**config.mk**
```make
export PLATFORM = sky130hd
export DESIGN_NAME = asyn_fifo_stream_reader_flat
export DESIGN_NICKNAME = d
export VERILOG_FILES = /design/src/rtl/asyn_fifo_stream_reader_if.sv /design/src/rtl/asyn_fifo_stream_reader.sv /design/src/flat_wrapper.sv
export SDC_FILE = /design/constraint.sdc
export NUM_CORES = 1
export LEC_CHECK = 0
export CAP_MARGIN = 25
export CORE_MARGIN = 3
export CORE_UTILIZATION = 39
export CTS_BUF_LIST = sky130_fd_sc_hd__clkbuf_8 sky130_fd_sc_hd__clkbuf_16
export CTS_CLUSTER_SIZE = 24
export DETAILED_ROUTE_END_ITERATION = 6
export HOLD_SLACK_MARGIN = 0.15
export PLACE_DENSITY = 0.72
export RECOVER_POWER = 50
export SETUP_SLACK_MARGIN = 0.1
export SLEW_MARGIN = 10
export SYNTH_ARGS = -nofsm -noshare
export SYNTH_HDL_FRONTEND = slang
export SYNTH_SLANG_ARGS = --single-unit
```
**constraint.sdc**
```tcl
create_clock -name clk -period 1.78 [get_ports clk]
set_clock_uncertainty 0.1 [all_clocks]
set_input_delay 0.445 -clock clk [delete_from_list [all_inputs] [get_ports clk]]
set_output_delay 0.445 -clock clk [all_outputs]
set_load 0.05 [all_outputs]
```
**src/rtl/asyn_fifo_stream_reader_if.sv**
```systemverilog
// ---------------------------------------------------------------------------
// asyn_fifo_stream_reader_if
//   Bundles the read-side FIFO strobe/data port and the downstream
//   valid/ready stream of asyn_fifo_stream_reader.
//
//   Parameters
//     DWIDTH   data width in bits
//     RAMLAT   RAM read latency in cycles (1..3); sets the width of s_level
//
//   Signals
//     f_valid  FIFO not-empty from the controller
//     f_en     FIFO read strobe to the controller (r_en)
//     f_data   RAM read data, RAMLAT cycles after its strobe
//     flush    synchronous discard of buffered and in-flight words
//     s_valid  stream word available
//     s_ready  consumer accepts the word
//     s_data   stream word at the buffer head
//     s_level  number of words held in the prefetch buffer
//
//   Modports
//     master   the reader itself
//     slave    the FIFO controller / RAM / consumer side
// ---------------------------------------------------------------------------
interface asyn_fifo_stream_reader_if #(
  parameter int DWIDTH = 8,
  parameter int RAMLAT = 1
);
  localparam int LVLW = $clog2(RAMLAT + 3);

  logic              f_valid;
  logic              f_en;
  logic [DWIDTH-1:0] f_data;
  logic              flush;
  logic              s_valid;
  logic              s_ready;
  logic [DWIDTH-1:0] s_data;
  logic [LVLW-1:0]   s_level;

  modport master (
    input  f_valid, f_data, flush, s_ready,
    output f_en, s_valid, s_data, s_level
  );

  modport slave (
    output f_valid, f_data, flush, s_ready,
    input  f_en, s_valid, s_data, s_level
  );
endinterface

```
**src/rtl/asyn_fifo_stream_reader.sv**
```systemverilog
// ---------------------------------------------------------------------------
// asyn_fifo_stream_reader
//   Read-clock-domain unloader for the RAM-backed asynchronous FIFO.
//   Issues FIFO read strobes against a credit window of BUFD words, captures
//   the RAM data RAMLAT cycles later into a circular prefetch buffer and
//   presents the buffer head as a back-pressurable valid/ready stream at one
//   word per cycle.
//
//   Parameters
//     DWIDTH   data width in bits
//     RAMLAT   RAM read latency in cycles, 1..3
//
//   Ports
//     clk      read-domain clock
//     rst      asynchronous, active-high reset
//     bus      asyn_fifo_stream_reader_if.master:
//                f_valid/f_en/f_data toward the FIFO controller and RAM,
//                flush, s_valid/s_ready/s_data/s_level toward the consumer
// ---------------------------------------------------------------------------
module asyn_fifo_stream_reader #(
  parameter int DWIDTH = 8,
  parameter int RAMLAT = 1
) (
  input  logic                       clk,
  input  logic                       rst,
  asyn_fifo_stream_reader_if.master  bus
);

  // RAMLAT+2 slots keep a strobe in flight every cycle while a word is
  // being handed over, so the stream sustains one word per cycle.
  localparam int BUFD = RAMLAT + 2;
  localparam int LVLW = $clog2(BUFD + 1);
  localparam int IDXW = $clog2(BUFD);

  localparam logic [LVLW-1:0] BUFD_L   = LVLW'(BUFD);
  localparam logic [IDXW-1:0] IDX_LAST = IDXW'(BUFD - 1);

  logic [LVLW-1:0]   occ_q, occ_d;
  logic [RAMLAT-1:0] pipe_q, pipe_d;
  logic [IDXW-1:0]   rd_idx_q, rd_idx_d;
  logic [IDXW-1:0]   wr_idx_q, wr_idx_d;
  logic [DWIDTH-1:0] mem_q [BUFD];

  logic [LVLW-1:0]   infl;
  logic              credit;
  logic              f_en;
  logic              arrival;
  logic              wr_en;
  logic              s_valid;
  logic              pop;

  // BUFD need not be a power of two, so indices wrap explicitly.
  function automatic logic [IDXW-1:0] idx_inc(input logic [IDXW-1:0] idx);
    return (idx == IDX_LAST) ? '0 : idx + 1'b1;
  endfunction

  function automatic logic [LVLW-1:0] popcnt(input logic [RAMLAT-1:0] v);
    logic [LVLW-1:0] n;
    n = '0;
    for (int i = 0; i < RAMLAT; i++) begin
      n = n + LVLW'(v[i]);
    end
    return n;
  endfunction

  // Credit window: words held plus words already strobed must stay below
  // BUFD. A pop in the current cycle is deliberately not credited; this
  // keeps f_en off the s_ready path.
  always_comb infl = popcnt(pipe_q);

  assign credit  = (occ_q + infl) < BUFD_L;
  assign f_en    = bus.f_valid & ~bus.flush & ~rst & credit;
  assign arrival = pipe_q[RAMLAT-1];
  assign wr_en   = arrival & ~bus.flush;
  assign s_valid = (occ_q != '0);
  assign pop     = s_valid & bus.s_ready & ~bus.flush;

  always_comb begin
    pipe_d   = '0;
    rd_idx_d = '0;
    wr_idx_d = '0;
    occ_d    = '0;
    if (!bus.flush) begin
      pipe_d[0] = f_en;
      for (int i = 1; i < RAMLAT; i++) begin
        pipe_d[i] = pipe_q[i-1];
      end
      wr_idx_d = wr_en ? idx_inc(wr_idx_q) : wr_idx_q;
      rd_idx_d = pop   ? idx_inc(rd_idx_q) : rd_idx_q;
      occ_d    = occ_q + LVLW'(wr_en) - LVLW'(pop);
    end
  end

  // State stage: strobe markers, indices, occupancy and buffer storage
  always_ff @(posedge clk or posedge rst) begin
    if (rst) begin
      occ_q    <= '0;
      pipe_q   <= '0;
      rd_idx_q <= '0;
      wr_idx_q <= '0;
      for (int i = 0; i < BUFD; i++) begin
        mem_q[i] <= '0;
      end
    end else begin
      occ_q    <= occ_d;
      pipe_q   <= pipe_d;
      rd_idx_q <= rd_idx_d;
      wr_idx_q <= wr_idx_d;
      if (wr_en) begin
        mem_q[wr_idx_q] <= bus.f_data;
      end
    end
  end

  // Output stage: combinational head select from registered storage
  assign bus.f_en    = f_en;
  assign bus.s_valid = s_valid;
  assign bus.s_data  = mem_q[rd_idx_q];
  assign bus.s_level = occ_q;

  // The credit rule guarantees a free slot for every arriving word.
  a_no_overflow: assert property (@(posedge clk) disable iff (rst)
    !((occ_q == BUFD_L) && arrival && !pop));

endmodule

```
**src/flat_wrapper.sv**
```systemverilog
// flat-port wrapper written by rule: the top's interface ports become plain ports
module asyn_fifo_stream_reader_flat 
#(
  parameter int DWIDTH = 8,
  parameter int RAMLAT = 1
)
  (clk, rst, bus_f_valid, bus_f_data, bus_flush, bus_s_ready, bus_f_en, bus_s_valid, bus_s_data, bus_s_level);
  asyn_fifo_stream_reader_if #(.DWIDTH(DWIDTH), .RAMLAT(RAMLAT)) bus_i ();
  input  logic clk;
  input  logic rst;
  input wire logic [$bits(bus_i.f_valid)-1:0] bus_f_valid;
  input wire logic [$bits(bus_i.f_data)-1:0] bus_f_data;
  input wire logic [$bits(bus_i.flush)-1:0] bus_flush;
  input wire logic [$bits(bus_i.s_ready)-1:0] bus_s_ready;
  output wire logic [$bits(bus_i.f_en)-1:0] bus_f_en;
  output wire logic [$bits(bus_i.s_valid)-1:0] bus_s_valid;
  output wire logic [$bits(bus_i.s_data)-1:0] bus_s_data;
  output wire logic [$bits(bus_i.s_level)-1:0] bus_s_level;
  assign bus_i.f_valid = bus_f_valid;
  assign bus_i.f_data = bus_f_data;
  assign bus_i.flush = bus_flush;
  assign bus_i.s_ready = bus_s_ready;
  assign bus_f_en = bus_i.f_en;
  assign bus_s_valid = bus_i.s_valid;
  assign bus_s_data = bus_i.s_data;
  assign bus_s_level = bus_i.s_level;
  asyn_fifo_stream_reader #(.DWIDTH(DWIDTH), .RAMLAT(RAMLAT)) u_core (.clk(clk), .rst(rst), .bus(bus_i));
endmodule
```
==> results_dict.tcl <==
set metrics [dict create \
    final_hold_viol_count 0 \
    totalWireLength_um 3470 \
    die_y_um 68.1 \
    crit_family "flip-flops" \
    grt_pass1_wl_um 5780 \
    drive_gt1_share_pct 64.4 \
    synth_cell_type_count 23 \
    num_rows 21 \
    placedCellCount 194 \
    antenna_found_initial 0 \
    maxCapViolations 0 \
    synth-edff-count 0 \
    p_leak_nw 1.09 \
    track_usage_pct 17.3 \
    coreArea_mm2 0.00352 \
    hold_slack_ns 0.472 \
    max_stage_delay_ns 0.42 \
    dieArea_mm2 0.00463 \
    worstPathRequired_ns 1.23 \
    postCtsHoldBufs 0 \
    layout.nets 178 \
    critPathKind "flop to primary output" \
    ys_warn_count 0 \
    cp.buffers_inverters 1 \
    crit_slowest_cell "dfrtp_2" \
    rsz0062_at_grt "yes" \
    synth-seq-cells 31 \
    fin_crit_ns 2.13 \
    synthFlopType "dfrtp_1" \
    synth_nets 126 \
    port_buffers 24 \
    status "complete, but fails checks" \
    ios 25 \
    grt_start_max_net_pins 32 \
    clock-sinks 31 \
    setup_tns_ns -1.96 \
    r2r_setup_slack_ns -0.11 \
    cts.clk_slew.worst_paths_ns 0.06 \
    syn-cell-area_mm2 0.00150 \
    cts_max_level 2 \
    cp_data_arrival_time_ns 1.58 \
    worst_pin_slew_ns 0.759 \
    wl_per_cell_um 16.6 \
    avgViaCountPerCell 5.07 \
    clk_latency_ns 0.28 \
    syn_avg_cell_area_um2 13.7 \
    netlist_instances 110 \
    globalplace.congestion 0.680 \
    p_total_mw 2.53 \
    violations "setup timing" \
    gr-total-overflow 0 \
    root_buffer "clkbuf_8" \
    cts_tree "done" \
    initial_utilization_pct 42.7 \
    slew_headroom_pct 49.4 \
    hold_class "flop to flop" \
    die_w_um 68.1 \
    cts_made_buffers 5 \
    yosysSeqAreaShare_pct 51.6 \
    worst-path-max-fanout 2 \
    setup_viol 13 \
    fmax_mhz 470 \
    fin_crit_sh_pct 120 \
    ant_nets 0 \
    finalNonFillerCells 209 \
    initialDrtViolationCount 30 \
    ir_worst_vdd_uv 651 \
    fin_ws_ns -0.347 \
    drcViolationCount 0 \
    place_hpwl_um 2420 \
    p_per_area_mw_per_mm2 979 \
    diodes 0 \
    maxSlewViolCount 0 \
    async_reset_ff_share_pct 100 \
    clockBufferDepth 2 \
    area_growth_pct 71.8 \
    first_global_vias 1204 \
    crit_path_end_kind "primary output" \
    critPathLaunchType "flop" \
    crit_chain "ha_4 -> xor2_2 -> a2111oi_4 -> buf_12" \
    num_vias 1059 \
    first_pass_iters 3 \
]
-- placed cells by master (no fill, tap or decap), types with 2 or more instances in the layout --
| cell | instances |
|---|---|
| dfrtp_1 | 28 |
| mux2_2 | 24 |
| buf_4 | 18 |
| clkdlybuf4s50_1 | 11 |
| buf_12 | 11 |
| mux2i_4 | 8 |
| o2bb2ai_4 | 8 |
| buf_6 | 7 |
| clkbuf_8 | 6 |
| inv_1 | 3 |
| nand2b_1 | 3 |
| ha_4 | 3 |
| dfrtp_2 | 3 |
| and4bb_2 | 2 |
| nor2b_1 | 2 |
| nor2b_4 | 2 |
| or3b_2 | 2 |
| a21oi_1 | 2 |
| buf_8 | 2 |
-- synthesized netlist by cell type (3+ instances only) --
| master | number | area [um^2] |
|---|---|---|
| dfrtp_1 | 31 | 776 |
| inv_1 | 4 | 15.0 |
| buf_2 | 3 | 15.0 |
| mux2_2 | 25 | 282 |
| mux2i_1 | 9 | 90.1 |
| ha_1 | 3 | 37.5 |
| o2bb2ai_1 | 8 | 70.1 |
| clkbuf_1 | 3 | 11.3 |
| nor2b_1 | 4 | 25.0 |
| nand2b_1 | 3 | 18.8 |
-- power by group --
group	internal, mW	total (mW)	switching (mW)
Sequential	0.791	0.880	0.0890
Combinational	0.503	0.944	0.441
Clock	0.452	0.704	0.251
Total	1.75	2.53	0.781
-- metrics by stage --
step	cell area [um^2]	util, %	setup WS [ns]
after global routing	2580	73.3	-0.407
after global placement	2240	63.5	-0.332
after floorplan	1700	-	-0.362
after CTS	2530	71.7	-0.365
after detailed placement	2240	63.5	-0.430
final	2580	73.3	-0.347
-- area by class of cell --
class                           count  area (um^2)
Clock buffer                        6         82.6
Clock inverter                      2         35.0
Fill cell                         247          940
Inverter                            4         17.5
Multi-Input combinational cell     69         1020
Sequential cell                    31          779
Tap cell                           46         57.6
Timing Repair Buffer               51          588
-- state kept, by name (all words and copies together) (netlist names) --
signal and count:
u_core.arrival 1, u_core.bus.s_level 2, u_core.mem_q 24, u_core.rd_idx_q 2, u_core.wr_idx_q 2
-- repair_timing --
action | in CTS | in global routing
resized for setup | 29 | 11
hold endpoints to repair | 0 | 0
setup endpoints to repair | 37 | 14
pin swaps | 10 | 4
buffers inserted | 5 | 2
gates cloned | 0 | 0
-- kinds of logic (layout without fill, tap and decap cells) --
kind of cell	after synthesis	after routing	synth area share (%)
xor gates and xnor gates	2	2	2.08
muxes	34	34	24.7
DFF	31	31	51.6
buffers and inverters	10	63	2.75
and+or+nand+nor	17	17	9.33
adders and majority gates	3	3	2.50
AOI/OAI and AO/OA	13	13	6.99
-- per-layer routing --
layer  GRT usage, %  share of wire, %  vias up
met1           19.2                41      540
li1               -                 -      498
met5              0                 0        -
met2           31.3                55       19
met4           5.71              0.37        0
met3           5.25               3.9        2
-- final timing paths --
kind | startpoint | to | depth (start not counted)
setup / recovery | u_core.bus.s_level[0]$_DFF_PP0_ | bus_f_en | 4
hold / removal | u_core.mem_q[20]$_DFFE_PP0P_ | u_core.mem_q[20]$_DFFE_PP0P_ | 1
setup reg to reg | u_core.bus.s_level[0]$_DFF_PP0_ | u_core.bus.s_level[1]$_DFF_PP0_ | 9
hold reg to reg | u_core.mem_q[20]$_DFFE_PP0P_ | u_core.mem_q[20]$_DFFE_PP0P_ | 1
max in group asynchronous | rst | u_core.bus.s_level[0]$_DFF_PP0_ | 3
min in group asynchronous | rst | u_core.arrival$_DFF_PP0_ | 3
Power figures use the tool's default switching activity.
